--- src/rtl/data_selector_pkg.sv ---
// data_selector_pkg: shared types and constants for the data selector bank.
//   cmd_e   : command decode of {read_sig_i, write_sig_i}
//   state_e : bank control FSM states
//   ERRCNT_W/ERRCNT_MAX : illegal-command counter width and saturation value
package data_selector_pkg;

  typedef enum logic [1:0] {
    CMD_NOP = 2'b00,
    CMD_RD  = 2'b01,
    CMD_WR  = 2'b10,
    CMD_ILL = 2'b11
  } cmd_e;

  typedef enum logic {
    IDLE  = 1'b0,
    BURST = 1'b1
  } state_e;

  localparam int unsigned ERRCNT_W   = 8;
  localparam int unsigned ERRCNT_MAX = 255;

endpackage : data_selector_pkg

--- src/rtl/ds_regbank.sv ---
// ds_regbank: DEPTH x DATA_W register storage.
// Ports:
//   clk_i, rst_i      : clock, asynchronous active-high clear of all cells
//   we_i/wadr_i/wdata_i : synchronous write port
//   radr_i/rdata_c    : combinational read port
module ds_regbank #(
  parameter int unsigned DATA_W = 8,
  parameter int unsigned DEPTH  = 4,
  parameter int unsigned ADR_W  = $clog2(DEPTH)
) (
  input  logic              clk_i,
  input  logic              rst_i,
  input  logic              we_i,
  input  logic [ADR_W-1:0]  wadr_i,
  input  logic [DATA_W-1:0] wdata_i,
  input  logic [ADR_W-1:0]  radr_i,
  output logic [DATA_W-1:0] rdata_c
);

  logic [DATA_W-1:0] mem_q [DEPTH];
  logic [DATA_W-1:0] mem_d [DEPTH];

  // Next-state of the storage: single write port.
  always_comb begin
    mem_d = mem_q;
    if (we_i) begin
      mem_d[wadr_i] = wdata_i;
    end
  end

  always_ff @(posedge clk_i or posedge rst_i) begin
    if (rst_i) begin
      for (int i = 0; i < int'(DEPTH); i++) begin
        mem_q[i] <= '0;
      end
    end else begin
      mem_q <= mem_d;
    end
  end

  // DEPTH is a power of two, so every radr_i value is a valid index.
  assign rdata_c = mem_q[radr_i];

endmodule : ds_regbank

--- src/rtl/data_selector_bank.sv ---
// data_selector_bank: DEPTH-entry scratch register bank with valid/ready command
// handshake, single and auto-incrementing burst reads, writes and a sticky
// illegal-command error flag.
// Optional feature: define DS_ERRCNT_EN to build the saturating 8-bit
// illegal-command counter on err_cnt_o; otherwise err_cnt_o is tied to 0.
// Ports:
//   clk_i, rst_i              : clock, asynchronous active-high reset
//   req_valid_i, req_ready_o  : command handshake (ready only in IDLE)
//   read_sig_i, write_sig_i   : command bits {read_sig_i, write_sig_i}
//   adr_i, burst_len_i, data_i: address, extra read beats, write data
//   err_clr_i                 : clears err_o (and err_cnt_o)
//   data_o, data_valid_o      : registered read data and beat strobe
//   busy_o                    : burst in progress
//   err_o, err_cnt_o          : sticky illegal flag, illegal-command count
module data_selector_bank
  import data_selector_pkg::*;
#(
  parameter int unsigned DATA_W = 8,
  parameter int unsigned DEPTH  = 4,
  parameter int unsigned ADR_W  = $clog2(DEPTH),
  parameter int unsigned LEN_W  = 4
) (
  input  logic                clk_i,
  input  logic                rst_i,
  input  logic                req_valid_i,
  output logic                req_ready_o,
  input  logic                read_sig_i,
  input  logic                write_sig_i,
  input  logic [ADR_W-1:0]    adr_i,
  input  logic [LEN_W-1:0]    burst_len_i,
  input  logic [DATA_W-1:0]   data_i,
  input  logic                err_clr_i,
  output logic [DATA_W-1:0]   data_o,
  output logic                data_valid_o,
  output logic                busy_o,
  output logic                err_o,
  output logic [ERRCNT_W-1:0] err_cnt_o
);

  state_e            state_q, state_d;
  logic [ADR_W-1:0]  adr_q, adr_d;
  logic [LEN_W-1:0]  len_q, len_d;
  logic [DATA_W-1:0] data_q, data_d;
  logic              valid_q, valid_d;
  logic              busy_q, busy_d;
  logic              err_q, err_d;

  cmd_e              cmd_c;
  logic              accept_c;
  logic              we_c;
  logic              ill_c;
  logic [ADR_W-1:0]  rd_adr_c;
  logic [DATA_W-1:0] rd_data_c;

  ds_regbank #(
    .DATA_W (DATA_W),
    .DEPTH  (DEPTH),
    .ADR_W  (ADR_W)
  ) u_regbank (
    .clk_i   (clk_i),
    .rst_i   (rst_i),
    .we_i    (we_c),
    .wadr_i  (adr_i),
    .wdata_i (data_i),
    .radr_i  (rd_adr_c),
    .rdata_c (rd_data_c)
  );

  // Command decode, burst sequencing and output next-state.
  always_comb begin
    state_d  = state_q;
    adr_d    = adr_q;
    len_d    = len_q;
    data_d   = data_q;
    valid_d  = 1'b0;
    we_c     = 1'b0;
    ill_c    = 1'b0;
    rd_adr_c = adr_i;
    cmd_c    = cmd_e'({read_sig_i, write_sig_i});
    accept_c = req_valid_i && (state_q == IDLE);

    unique case (state_q)
      IDLE: begin
        if (accept_c) begin
          unique case (cmd_c)
            CMD_NOP: begin
              data_d = '0;
            end
            CMD_RD: begin
              data_d  = rd_data_c;
              valid_d = 1'b1;
              if (burst_len_i != '0) begin
                // Beat 0 goes out now; counter holds the beats still owed.
                state_d = BURST;
                adr_d   = adr_i + ADR_W'(1);
                len_d   = burst_len_i;
              end
            end
            CMD_WR: begin
              we_c   = 1'b1;
              data_d = '0;
            end
            CMD_ILL: begin
              ill_c  = 1'b1;
              data_d = '1;
            end
            default: ;
          endcase
        end
      end
      BURST: begin
        rd_adr_c = adr_q;
        data_d   = rd_data_c;
        valid_d  = 1'b1;
        adr_d    = adr_q + ADR_W'(1);
        len_d    = len_q - LEN_W'(1);
        if (len_q == LEN_W'(1)) begin
          state_d = IDLE;
        end
      end
      default: state_d = IDLE;
    endcase

    busy_d = (state_d == BURST);
    // Set beats clear when both happen in the same cycle.
    err_d  = (err_q && !err_clr_i) || ill_c;
  end

  always_ff @(posedge clk_i or posedge rst_i) begin
    if (rst_i) begin
      state_q <= IDLE;
      adr_q   <= '0;
      len_q   <= '0;
      data_q  <= '0;
      valid_q <= 1'b0;
      busy_q  <= 1'b0;
      err_q   <= 1'b0;
    end else begin
      state_q <= state_d;
      adr_q   <= adr_d;
      len_q   <= len_d;
      data_q  <= data_d;
      valid_q <= valid_d;
      busy_q  <= busy_d;
      err_q   <= err_d;
    end
  end

`ifdef DS_ERRCNT_EN
  logic [ERRCNT_W-1:0] err_cnt_q, err_cnt_d;

  // Saturating illegal-command counter; a clear with a coincident illegal leaves 1.
  always_comb begin
    err_cnt_d = err_cnt_q;
    if (err_clr_i) begin
      err_cnt_d = '0;
    end
    if (ill_c) begin
      if (err_clr_i) begin
        err_cnt_d = ERRCNT_W'(1);
      end else if (err_cnt_q != ERRCNT_W'(ERRCNT_MAX)) begin
        err_cnt_d = err_cnt_q + ERRCNT_W'(1);
      end
    end
  end

  always_ff @(posedge clk_i or posedge rst_i) begin
    if (rst_i) begin
      err_cnt_q <= '0;
    end else begin
      err_cnt_q <= err_cnt_d;
    end
  end

  assign err_cnt_o = err_cnt_q;
`else
  assign err_cnt_o = '0;
`endif

  assign req_ready_o  = !rst_i && (state_q == IDLE);
  assign data_o       = data_q;
  assign data_valid_o = valid_q;
  assign busy_o       = busy_q;
  assign err_o        = err_q;

endmodule : data_selector_bank

--- config.mk ---
export PLATFORM = sky130hd
export DESIGN_NAME = data_selector_bank
export DESIGN_NICKNAME = d
export VERILOG_FILES = /design/src/rtl/data_selector_pkg.sv /design/src/rtl/ds_regbank.sv /design/src/rtl/data_selector_bank.sv
export SDC_FILE = /design/constraint.sdc
export NUM_CORES = 1
export LEC_CHECK = 0
export CORE_ASPECT_RATIO = 0.6
export CORE_MARGIN = 2
export CORE_UTILIZATION = 25
export DETAILED_ROUTE_END_ITERATION = 12
export GPL_TIMING_DRIVEN = 0
export PLACE_DENSITY = 0.41
export SETUP_SLACK_MARGIN = 0.1
export SYNTH_ARGS = -nofsm -noshare
export SYNTH_HDL_FRONTEND = slang
export SYNTH_SLANG_ARGS = --single-unit
--- constraint.sdc ---
create_clock -name clk_i -period 4.2 [get_ports clk_i]
set_input_delay 0.84 -clock clk_i [delete_from_list [all_inputs] [get_ports clk_i]]
set_output_delay 0.84 -clock clk_i [all_outputs]
set_load 0.05 [all_outputs]
==> flow_summary.yaml <==
sta:
  tightest_slew_ps: 1330
  finClkSkew_ps: 2.00
  hold_viol_final: 0
  final.setup.tns_ps: 0
  final_max_slew_viol_count: 0
  layout_min_cycle_time_ps: 3020
  slew_headroom_pct: 10.7
  grt_setup_unrepaired: "false"
  fmax_mhz: 331
  finalCritPeriodShare_pct: 72.0
  setup_viol: 0
logic_synthesis:
  seq_area_frac_synth_pct: 51.2
  netlist_area_um2: 2400
  synth_simple_gate_area_share_pct: 12.5
  synthMuxAreaShare_pct: 19.2
  synth_top_family_by_area: "multiplexers"
  synth-xor-area-share_pct: 0.731
  synthDistinctLibCells: 40
  syn_inst: 203
  ys_seq_elements: 49
  yosysWarnings: 0
  syn_avg_cell_area_um2: 11.8
  ys_dominant_reg_cell: "dfrtp_1"
  synthArstFlopShare_pct: 100
  synth_fa_ha_area_share_pct: 1.04
  synth_compound_area_share_pct: 9.50
  synth_edf_count: 0
worst_setup_path:
  r2r_start: "busy_o$_DFF_PP0_"
  startpoint_type: "input pin"
  crit_fanout: 2
  crit_start: "rst_i"
  r2r_cells: 3
  critPathArrivalTime_ps: 2180
  critical_path_class: "input pin to output pin"
  worstPathRequired_ps: 3360
  rr_endpoint: "data_o[1]$_DFFE_PP0P_"
  crit_end: "req_ready_o"
  rrSetupSlack_ps: 2220
  end_kind: "output pin"
power:
  power_density_nw_per_um2: 698
  leakage_nw: 1.33
  irDropWorstVdd_mv: 0.234
place:
  gp_congestion: 0.731
  io_buffers: 31
  hpwlAfterDp_um: 4230
cts:
  cts.sinks: 49
  clk_path_buf_depth: 2
  cts-root-buf: "clkbuf_16"
  cts_setup_buffers: 0
  clk_latency_ps: 290
  hold_buffers: 0
  path_clk_slew_ps: 60
  cts_buffers: 5
  cts_tree: "done"
  cts_resized: 0
  h-tree-depth: 2
detailed_routing:
  wl_um: 5970
  wl_per_cell_um: 15.7
  first_pass_iters: 5
  ant_nets: 0
  vias_per_cell: 4.34
  drc: 0
  drtIter0Drc: 83
  via_count: 1643
floorplan:
  dieArea_um2: 10400
  die_h_um: 79.8
  coreArea_um2: 9260
  start_util_pct: 25.9
  io_pins: 40
  die_w_um: 130
  placementRows: 27
layout:
  final_nets: 271
  final_core_util_pct: 33.0
  syn_to_final_growth_pct: 27.6
  diodes: 0
  drive_gt1_share_pct: 24.9
  layout_common_cells: "dfrtp_1 (49), nand2_1 (36), mux2_2 (32), clkdlybuf4s50_1 (31), buf_4 (11)"
  mostFrequentLayoutCell: "dfrtp_1"
  fill_cells: 965
grt:
  grt_max_degree: 31
  grt_overflow: 0
  antenna_found_initial: 0
  grt_pass1_vias: 1664
  grt_first_pass_wirelength_um: 9470
  track_usage_pct: 12.4
flow_run:
  cap_viol_max_count: 0
outcome:
  status: "finished clean"
min_path:
  hp-class: "flop to flop"
  hold_depth: 1
==> logic make-up after synthesis <==
kind of cell | after synthesis
compound gates | 28
xor+xnor | 2
fa+ha+maj | 2
buf+inv | 21
flops | 49
mux | 40
other cells | 1
simple gates | 60
==> area by class of cell <==
| class | count | area, um^2 | area share (%) |
|---|---|---|---|
| sequential | 49 | 1230 | 40.1 |
| timing repair buffer | 32 | 330 | 10.8 |
| clock buffer | 7 | 143 | 4.66 |
| buffer | 15 | 114 | 3.72 |
| tap | 130 | 163 | 5.32 |
| multi-input combinational | 140 | 1060 | 34.7 |
| inverter | 6 | 22.5 | 0.736 |
==> state kept, by name (all words and copies together) (netlist names) <==
register / count
busy_o: 1
data_o: 8
data_valid_o: 1
u_regbank.mem_q: 32
len_q: 4
adr_q: 2
err_o: 1
==> critical path, cell delays in order <==
cell and delay, ps:
clkdlybuf4s50_1 440, nor2_1 90, clkdlybuf4s50_1 810
==> per-stage QoR <==
step                      area, um^2  hold slack, ps  power, mW  instances  setup slack [ps]
after CTS                       3060             497       2.16        379              1170
after global placement          2900             473       1.74        371              1020
after floorplan                 2420             464       1.45        210              1650
after detailed placement        2920             481       1.75        372              1110
after global routing            3060             519       2.28        379              1090
final                           3060             504       2.13        379              1180
==> power by group <==
| part | internal, mW | total [mW] | switching, mW |
|---|---|---|---|
| Combinational | 0.407 | 0.941 | 0.533 |
| Sequential | 0.672 | 0.790 | 0.118 |
| Clock | 0.234 | 0.403 | 0.169 |
==> cells in the mapped netlist, types with 2 or more instances <==
cell	n	area, um^2
a21oi_1	2	10.0
a31oi_1	8	50.1
a32o_1	8	80.1
buf_4	11	82.6
buf_6	2	22.5
dfrtp_1	49	1230
ha_1	2	25.0
inv_1	6	22.5
mux2_2	32	360
mux2i_1	5	50.1
nand2_1	36	135
nand2b_1	10	62.6
nand3_1	3	15.0
nor2_1	3	11.3
==> layer usage <==
metal	GRT usage, %	wire length (um)	up-vias
li1	-	-	796
met1	19.4	3330	791
met2	16.3	2250	49
met3	3.49	346	7
met4	3.19	46	0
met5	0	0	-
==> worst min-delay path by stage <==
| stage | startpoint | end | slack, ps |
|---|---|---|---|
| after floorplan | u_regbank.mem_q[27]$_DFFE_PP0P_ | u_regbank.mem_q[27]$_DFFE_PP0P_ | 460 |
| after global routing | u_regbank.mem_q[1]$_DFFE_PP0P_ | u_regbank.mem_q[1]$_DFFE_PP0P_ | 520 |
| after CTS | u_regbank.mem_q[27]$_DFFE_PP0P_ | u_regbank.mem_q[27]$_DFFE_PP0P_ | 500 |
| after global placement | u_regbank.mem_q[27]$_DFFE_PP0P_ | u_regbank.mem_q[27]$_DFFE_PP0P_ | 470 |
| after detailed placement | u_regbank.mem_q[27]$_DFFE_PP0P_ | u_regbank.mem_q[27]$_DFFE_PP0P_ | 480 |
| final | u_regbank.mem_q[27]$_DFFE_PP0P_ | u_regbank.mem_q[27]$_DFFE_PP0P_ | 500 |
Note: power is estimated with default switching activity, not from simulation.
